$ cat config.mk
export PLATFORM = sky130hd
export DESIGN_NAME = seq_mult_shift_add
export DESIGN_NICKNAME = d
export VERILOG_FILES = /design/src/rtl/seq_mult_shift_add.sv
export SDC_FILE = /design/constraint.sdc
export NUM_CORES = 1
export LEC_CHECK = 0
export BUFFER_PORTS_ARGS = -buffer_cell sky130_fd_sc_hd__buf_2
export CORE_MARGIN = 2
export CORE_UTILIZATION = 50
export CTS_BUF_LIST = sky130_fd_sc_hd__clkbuf_8
export CTS_CLUSTER_DIAMETER = 60
export DETAILED_ROUTE_END_ITERATION = 10
export PLACE_DENSITY = 0.69
export RECOVER_POWER = 100
export SYNTH_ARGS = -nofsm -noshare
export SYNTH_HDL_FRONTEND = slang
export SYNTH_SLANG_ARGS = --single-unit
$ cat constraint.sdc
create_clock -name clk -period 4.2 [get_ports clk]
set_clock_uncertainty 0.2 [all_clocks]
set_input_delay 1.05 -clock clk [delete_from_list [all_inputs] [get_ports clk]]
set_output_delay 1.05 -clock clk [all_outputs]
set_load 0.03 [all_outputs]
$ cat src/rtl/seq_mult_shift_add.sv
// rtl/seq_mult_shift_add.sv - radix-2 shift-add sequential multiplier, signed/unsigned, start/done handshake
module seq_mult_shift_add #(
    parameter int WIDTH      = 16,
    parameter bit EARLY_EXIT = 1'b0
) (
    input  logic                 clk,
    input  logic                 rst_n,
    input  logic                 start,
    input  logic                 signed_mode,
    input  logic [WIDTH-1:0]     a,
    input  logic [WIDTH-1:0]     b,
    output logic                 busy,
    output logic                 done,
    output logic [2*WIDTH-1:0]   product
);

    localparam int PW = 2 * WIDTH;
    localparam int CW = $clog2(WIDTH + 1);

    typedef enum logic [1:0] {
        S_IDLE = 2'd0,
        S_RUN  = 2'd1,
        S_FIX  = 2'd2
    } state_t;

    state_t          state_q, state_d;
    logic [PW-1:0]   mcand_q, mcand_d;
    logic [WIDTH-1:0] mag_b_q, mag_b_d;
    logic            neg_q, neg_d;
    logic [PW-1:0]   acc_q, acc_d;
    logic [CW-1:0]   cnt_q, cnt_d;
    logic [PW-1:0]   product_q, product_d;
    logic            done_q, done_d;

    logic [WIDTH-1:0] abs_a, abs_b;

    // Magnitudes fit in WIDTH unsigned bits, including the most negative value.
    assign abs_a = (signed_mode && a[WIDTH-1]) ? (~a + 1'b1) : a;
    assign abs_b = (signed_mode && b[WIDTH-1]) ? (~b + 1'b1) : b;

    always_ff @(posedge clk or negedge rst_n) begin
        if (!rst_n) begin
            state_q   <= S_IDLE;
            mcand_q   <= '0;
            mag_b_q   <= '0;
            neg_q     <= 1'b0;
            acc_q     <= '0;
            cnt_q     <= '0;
            product_q <= '0;
            done_q    <= 1'b0;
        end else begin
            state_q   <= state_d;
            mcand_q   <= mcand_d;
            mag_b_q   <= mag_b_d;
            neg_q     <= neg_d;
            acc_q     <= acc_d;
            cnt_q     <= cnt_d;
            product_q <= product_d;
            done_q    <= done_d;
        end
    end

    always_comb begin
        state_d   = state_q;
        mcand_d   = mcand_q;
        mag_b_d   = mag_b_q;
        neg_d     = neg_q;
        acc_d     = acc_q;
        cnt_d     = cnt_q;
        product_d = product_q;
        done_d    = 1'b0;

        case (state_q)
            S_IDLE: begin
                if (start) begin
                    mcand_d = {{WIDTH{1'b0}}, abs_a};
                    mag_b_d = abs_b;
                    neg_d   = signed_mode & (a[WIDTH-1] ^ b[WIDTH-1]);
                    acc_d   = '0;
                    cnt_d   = CW'(WIDTH);
                    state_d = S_RUN;
                end
            end
            S_RUN: begin
                // mcand_q already carries the shift by (WIDTH - cnt) positions.
                if (mag_b_q[0]) begin
                    acc_d = acc_q + mcand_q;
                end
                mcand_d = mcand_q << 1;
                mag_b_d = mag_b_q >> 1;
                cnt_d   = cnt_q - 1'b1;
                if ((cnt_d == '0) || (EARLY_EXIT && (mag_b_d == '0))) begin
                    state_d = S_FIX;
                end
            end
            S_FIX: begin
                product_d = neg_q ? (~acc_q + 1'b1) : acc_q;
                done_d    = 1'b1;
                state_d   = S_IDLE;
            end
            default: begin
                state_d = S_IDLE;
            end
        endcase
    end

    assign busy    = (state_q == S_RUN) || (state_q == S_FIX);
    assign done    = done_q;
    assign product = product_q;

endmodule

==> reports/metrics.cfg, run 1 <==
[outcome]
status=finished with violations
violations=capacitance limit, slew limit

[timing]
maxSlewViolCount=60
max_slew.worst_pin.slew_ns=1.74
fin_crit_sh_pct=86.6
hold_violations=0
fmax_mhz=275
fin_ws_ns=0.562
max_slew_margin_pct=-17.5
tns_ns=0
fin_crit_ns=3.64
rsz0062_at_grt=no
setup_viol=0

[floorplanning]
core_area_sq_um=14600
ios=70
start_util_pct=51.3
fp-row-count=44
chipHeight_microns=126
die_area_sq_um=16000
dieWidth_microns=126

[worst_setup_path]
crit_start=acc_q[16]
r2r-start=acc_q[16]
path_common_cell=or4_1
worstRegToRegCells=8
crit_type=flop to flop
max_stage_delay_ns=0.61
critPathMaxFanout=5
cp_cell_sequence=or4_1, or4_1, or2_0, or4_1, or3_1, o41ai_1, xor2_1, a21oi_1
crit_slowest_cell=or4_1
setup.worst_path.end_class=flop
critical_path_arrival_ns=3.70
cp.required_ns=4.26
start_kind=flop

[cts]
clk_pin_slew_worst_paths_ns=0.07
cts-buffers-inserted=17
cts_tree=built
h-tree-depth=4
cts_buffer_depth=2
cts_root_buf=clkbuf_8
cts-hold-fix-buffers=0
clk-insertion-delay-late_ns=0.44
clock-sinks=121
post_cts_buffers=0
cts_repair_resize_count=0

[routing]
ant_nets=0
routed_wl_mm=16.4
wire_per_inst_microns=14.6
dr.pass1.iters=5
viasPerCell=5.60
drc_errors=0
route.vias.total=6287
drt_iter0_markers=350

[pwr]
p_sw_uw=2600
switching_share_pct=44.6
power.leakage_uw=0.00379
peakVddDrop_v=0.000269
comb_power_share_pct=46.1
power.share.sequential_pct=33.9
p_clk_share_pct=20.0
power_density_nw_per_um2=698
p_int_uw=3230

[layout]
drive_gt1_share_pct=7.68
areaGrowthSynthToFinish_pct=11.5
layoutNonFillerInstCount=1122
n_fill_cell=1352
fin_nets=1002
stdcell_area_sq_um=8350
diodes=0

[synth]
yosysSeqAreaShare_pct=40.4
ys_ff_latch=121
synth.top_cells.by_area=dfrtp_1 40%, a21oi_1 7.2%, o21ai_0 6.8%
synth_ff_type=dfrtp_1
synth.distinct_cells=58
syn_area_sq_um=7490
synth_edf_count=0
synthArstFlopShare_pct=100
synth_top_area_share_pct=40.4
syn_nets=944
syn_inst=868
yosysWarnings=0
synth_area_leader_cell=dfrtp_1
syn_area_per_cell_sq_um=8.63

[global_routing]
grt_overflow=0
grt_usage_pct=21.7
grt_pass1_wl_mm=28.4
first_global_vias=5884
antenna_found_initial=0
grt_start_max_net_pins=62

[hold_path]
hp-class=flop to flop
min_path_cells=2
hp-start=mag_b_q[8]

[place]
port_buffers=69
globalplace.congestion=0.895
post-dp-hpwl_mm=12.0
dp.cells=1091
place_area_sq_um=8030
dp_slack_ns=0.681

[flow_run]
cap_violations=2

-- final cells by class --
| type | count | area (sq um) | share of cell area (%) |
|---|---|---|---|
| multi-input cells | 686 | 4220 | 50.5 |
| clock buffers | 22 | 303 | 3.63 |
| repair buffers | 80 | 350 | 4.19 |
| flip-flops and latches | 121 | 3030 | 36.3 |
| inverters | 20 | 75.1 | 0.899 |
| clock inverters | 9 | 144 | 1.72 |
| well taps | 184 | 230 | 2.76 |
-- synthesized netlist by cell type, drive strengths merged (3+ instances only) --
cell type	instances
xnor2	26
o21ai	103
ha	39
nand3	8
and3	5
nor4	3
nand2	96
xor2	48
or4	8
a311oi	3
and2	3
clkbuf	39
a31oi	8
o31ai	9
nor2b	6
or3	17
o21bai	4
nor2	87
a21oi	107
inv	20
a211oi	3
nor3	13
o211ai	6
o41ai	8
dfrtp	121
nand3b	3
a21o	16
a22o	19
mux2i	6
-- path summary, 6_finish.rpt --
kind | endpoint | slack (ns)
max in group asynchronous | mcand_q[31] | 1.30
worst min-delay path | mag_b_q[8] | 0.28
worst max-delay path | product[29] | 0.56
worst min register to register | mag_b_q[8] | 0.28
min in group asynchronous | mag_b_q[8] | 0.74
worst max register to register | product[29] | 0.56
-- per-layer routing --
layer	vias up	routed length [microns]	track usage (%)
li1	3234	-	-
met3	19	771	4.56
met2	105	7030	31.7
met5	-	0	0
met1	2929	8340	31.9
met4	0	250	7.63
-- flip-flops by register name (all words and copies together) (netlist names) --
| register | flops |
|---|---|
| mcand_q | 32 |
| state_q | 2 |
| mag_b_q | 16 |
| done | 1 |
| product | 32 |
| cnt_q | 5 |
| acc_q | 32 |
| neg_q | 1 |
-- power groups by stage --
stage / sequential [uW] / combinational, uW / clock, uW
finish: 1980 / 2690 / 1170
global route: 2050 / 3050 / 1250
CTS: 1970 / 2810 / 1200
detailed placement: 1990 / 2800 / 0
global placement: 1980 / 2760 / 0
floorplan: 2140 / 1920 / 0
-- metrics by stage --
| step | power [uW] | hold slack, ns | util (%) |
|---|---|---|---|
| floorplan | 4060 | 0.250 | - |
| CTS | 5980 | 0.291 | 58.1 |
| global route | 6350 | 0.320 | 57.2 |
| finish | 5830 | 0.284 | 57.2 |
| global placement | 4740 | 0.263 | 55.0 |
| detailed placement | 4790 | 0.276 | 55.0 |
-- cell usage in the layout, fill, tap and decap left out, drive strengths merged, types with 5 or more instances in the layout --
master,Yosys,final
nor3,13,13
xnor2,26,26
o31ai,9,9
or4,8,8
nand2,96,96
inv,20,21
ha,39,39
clkbuf,39,69
nand3,8,8
o41ai,8,8
buf,2,33
xor2,48,48
a21oi,107,107
dfrtp,121,121
a22o,19,19
o211ai,6,6
nor2b,6,6
mux2i,6,6
a31oi,8,8
nor2,87,87
or3,17,17
o21ai,103,103
and3,5,5
a21o,16,16
-- logic make-up (layout without fill, tap and decap cells) --
group	after synthesis	in the layout	synth area share [%]
compound gates	305	305	24.3
buf+inv	61	131	3.06
fa+ha+maj	40	40	6.78
simple gates	260	260	15.8
flops	121	121	40.4
mux	7	7	0.952
xor+xnor	74	74	8.65
-- critical path: cells and delay by family (launching register included) --
| kind | cells | cell delay (ns) |
|---|---|---|
| and+or+nand+nor | 5 | 2.25 |
| DFF | 1 | 0.43 |
| xor gates and xnor gates | 1 | 0.18 |
| AOI/OAI and AO/OA | 2 | 0.40 |
Note: power is estimated with default switching activity, not from simulation.
==> inputs of run 2 (changes only) <==
- CORE_UTILIZATION: 50 -> 60
- HOLD_SLACK_MARGIN: default -> 0.06
- PLACE_DENSITY: 0.69 -> 0.81
==> run 2 against run 1 <==
Effect of this change: the run still ends with capacitance limit, slew limit left; critical path type unchanged; power down 2.0%; critical path depth unchanged; combinational power about the same; global-route usage up 4.1 points; register-to-register slack worse by 0.05 ns; design area down 1.0%.
==> reports/metrics.cfg, run 2 (synthesis results as in run 1) <==
[cts]
post_cts_buffers=0
cts-hold-fix-buffers=0
cts_repair_resize_count=0
clk_pin_slew_worst_paths_ns=0.07
cts_tree=built
cts_root_buf=clkbuf_8
clk-insertion-delay-late_ns=0.44
clock-sinks=121
h-tree-depth=4
cts_buffer_depth=2
cts-buffers-inserted=17

[layout]
fin_nets=999
diodes=0
mostFrequentLayoutCells=121 x dfrtp_1, 107 x a21oi_1, 103 x o21ai_0, 96 x nand2_1, 87 x nor2_1
stdcell_area_sq_um=8270
final_common_cell=dfrtp_1
drive_gt1_share_pct=7.38
areaGrowthSynthToFinish_pct=10.4

[floorplanning]
die_area_sq_um=13400
chipHeight_microns=116
ios=70
dieWidth_microns=116
core_area_sq_um=12100
fp-row-count=40
start_util_pct=61.8

[global_routing]
grt_start_max_net_pins=64
first_global_vias=5881
grt_use_met1_pct=35.9
met2_usage_pct=40.3
grt_overflow=0
antenna_found_initial=1
met3_usage_pct=4.92
grt_busiest_layer=met2
grt_pass1_wl_mm=27.4
grt_usage_pct=25.7

[timing]
hold_violations=0
rsz0062_at_grt=no
fin_crit_ns=3.68
hold_ws_ns=0.290
setup_viol=0
fmax_mhz=271
fin_crit_sh_pct=87.7
max_slew_margin_pct=-46.6
maxSlewViolCount=136
tns_ns=0
max_slew.worst_pin.slew_ns=2.18

[routing]
drt_iter0_markers=356
drc_errors=0
routed_wl_mm=16.1
wire_per_inst_microns=14.6
route.vias.total=6373
ant_nets=0
viasPerCell=5.78
dr.pass1.iters=5

[worst_setup_path]
crit_slowest_cell=or4_1
critPathMaxFanout=5
crit_type=flop to flop
start_kind=flop
cp.required_ns=4.23
path_common_cell=or4_1
cp_cell_sequence=or4_1, or4_1, or2_0, or4_1, or3_1, o41ai_1, xor2_1, a21oi_1
max_stage_delay_ns=0.61
critical_path_arrival_ns=3.71
setup.worst_path.end_class=flop

[place]
globalplace.congestion=0.927
place_area_sq_um=7990
post-dp-hpwl_mm=11.8
port_buffers=69

[pwr]
peakVddDrop_v=0.000426
power.leakage_uw=0.00376
power_density_nw_per_um2=691
finalPower_uw=5710

[flow_run]
cap_violations=3

[hold_path]
hp-class=flop to flop

[outcome]
status=finished with violations
violations=capacitance limit, slew limit

-- run 2: cell type report --
type,count,area (sq um)
Multi-Input combinational cell,686,4220
Clock buffer,19,262
Inverter,20,75.1
Sequential cell,121,3030
Fill cell,1076,3850
Timing Repair Buffer,77,335
Tap cell,168,210
Clock inverter,12,134
-- run 2: worst paths after layout --
| check | from | end | slack [ns] | cells after the start |
|---|---|---|---|---|
| max in group asynchronous | rst_n | product[30] | 0.90 | 2 |
| min in group asynchronous | rst_n | mag_b_q[8] | 0.79 | 1 |
| hold reg to reg | mag_b_q[10] | mag_b_q[10] | 0.29 | 2 |
| setup reg to reg | acc_q[16] | product[29] | 0.52 | 8 |
| setup / recovery | acc_q[16] | product[29] | 0.52 | 8 |
| hold / removal | mag_b_q[10] | mag_b_q[10] | 0.29 | 2 |
-- run 2: critical path: cells and delay by family, from the launching register on --
family,cells,cell delay (ns)
compound gates,2,0.44
xor+xnor,1,0.18
flops,1,0.43
simple gates,5,2.23
-- run 2: power breakdown --
part / internal, uW / total [uW] / leakage (uW) / switching (uW)
Sequential: 1580 / 1970 / 0.00158 / 393
Clock: 602 / 1040 / 0.000215 / 434
Combinational: 929 / 2700 / 0.00197 / 1770
-- run 2: metrics by stage --
stage / utilization (%) / cells / worst slack (ns)
final: 68.2 / 1103 / 0.516
after global routing: 68.2 / 1103 / 0.234
after CTS: 69.2 / 1103 / 0.725
after detailed placement: 65.9 / 1072 / 0.739
after global placement: 65.9 / 1072 / 0.810
after floorplan: - / 868 / 0.988
-- run 2: per-layer routing --
metal	vias up	wire length (microns)
met5	-	0
li1	3234	-
met3	25	733
met1	2969	7950
met4	0	301
met2	145	7090
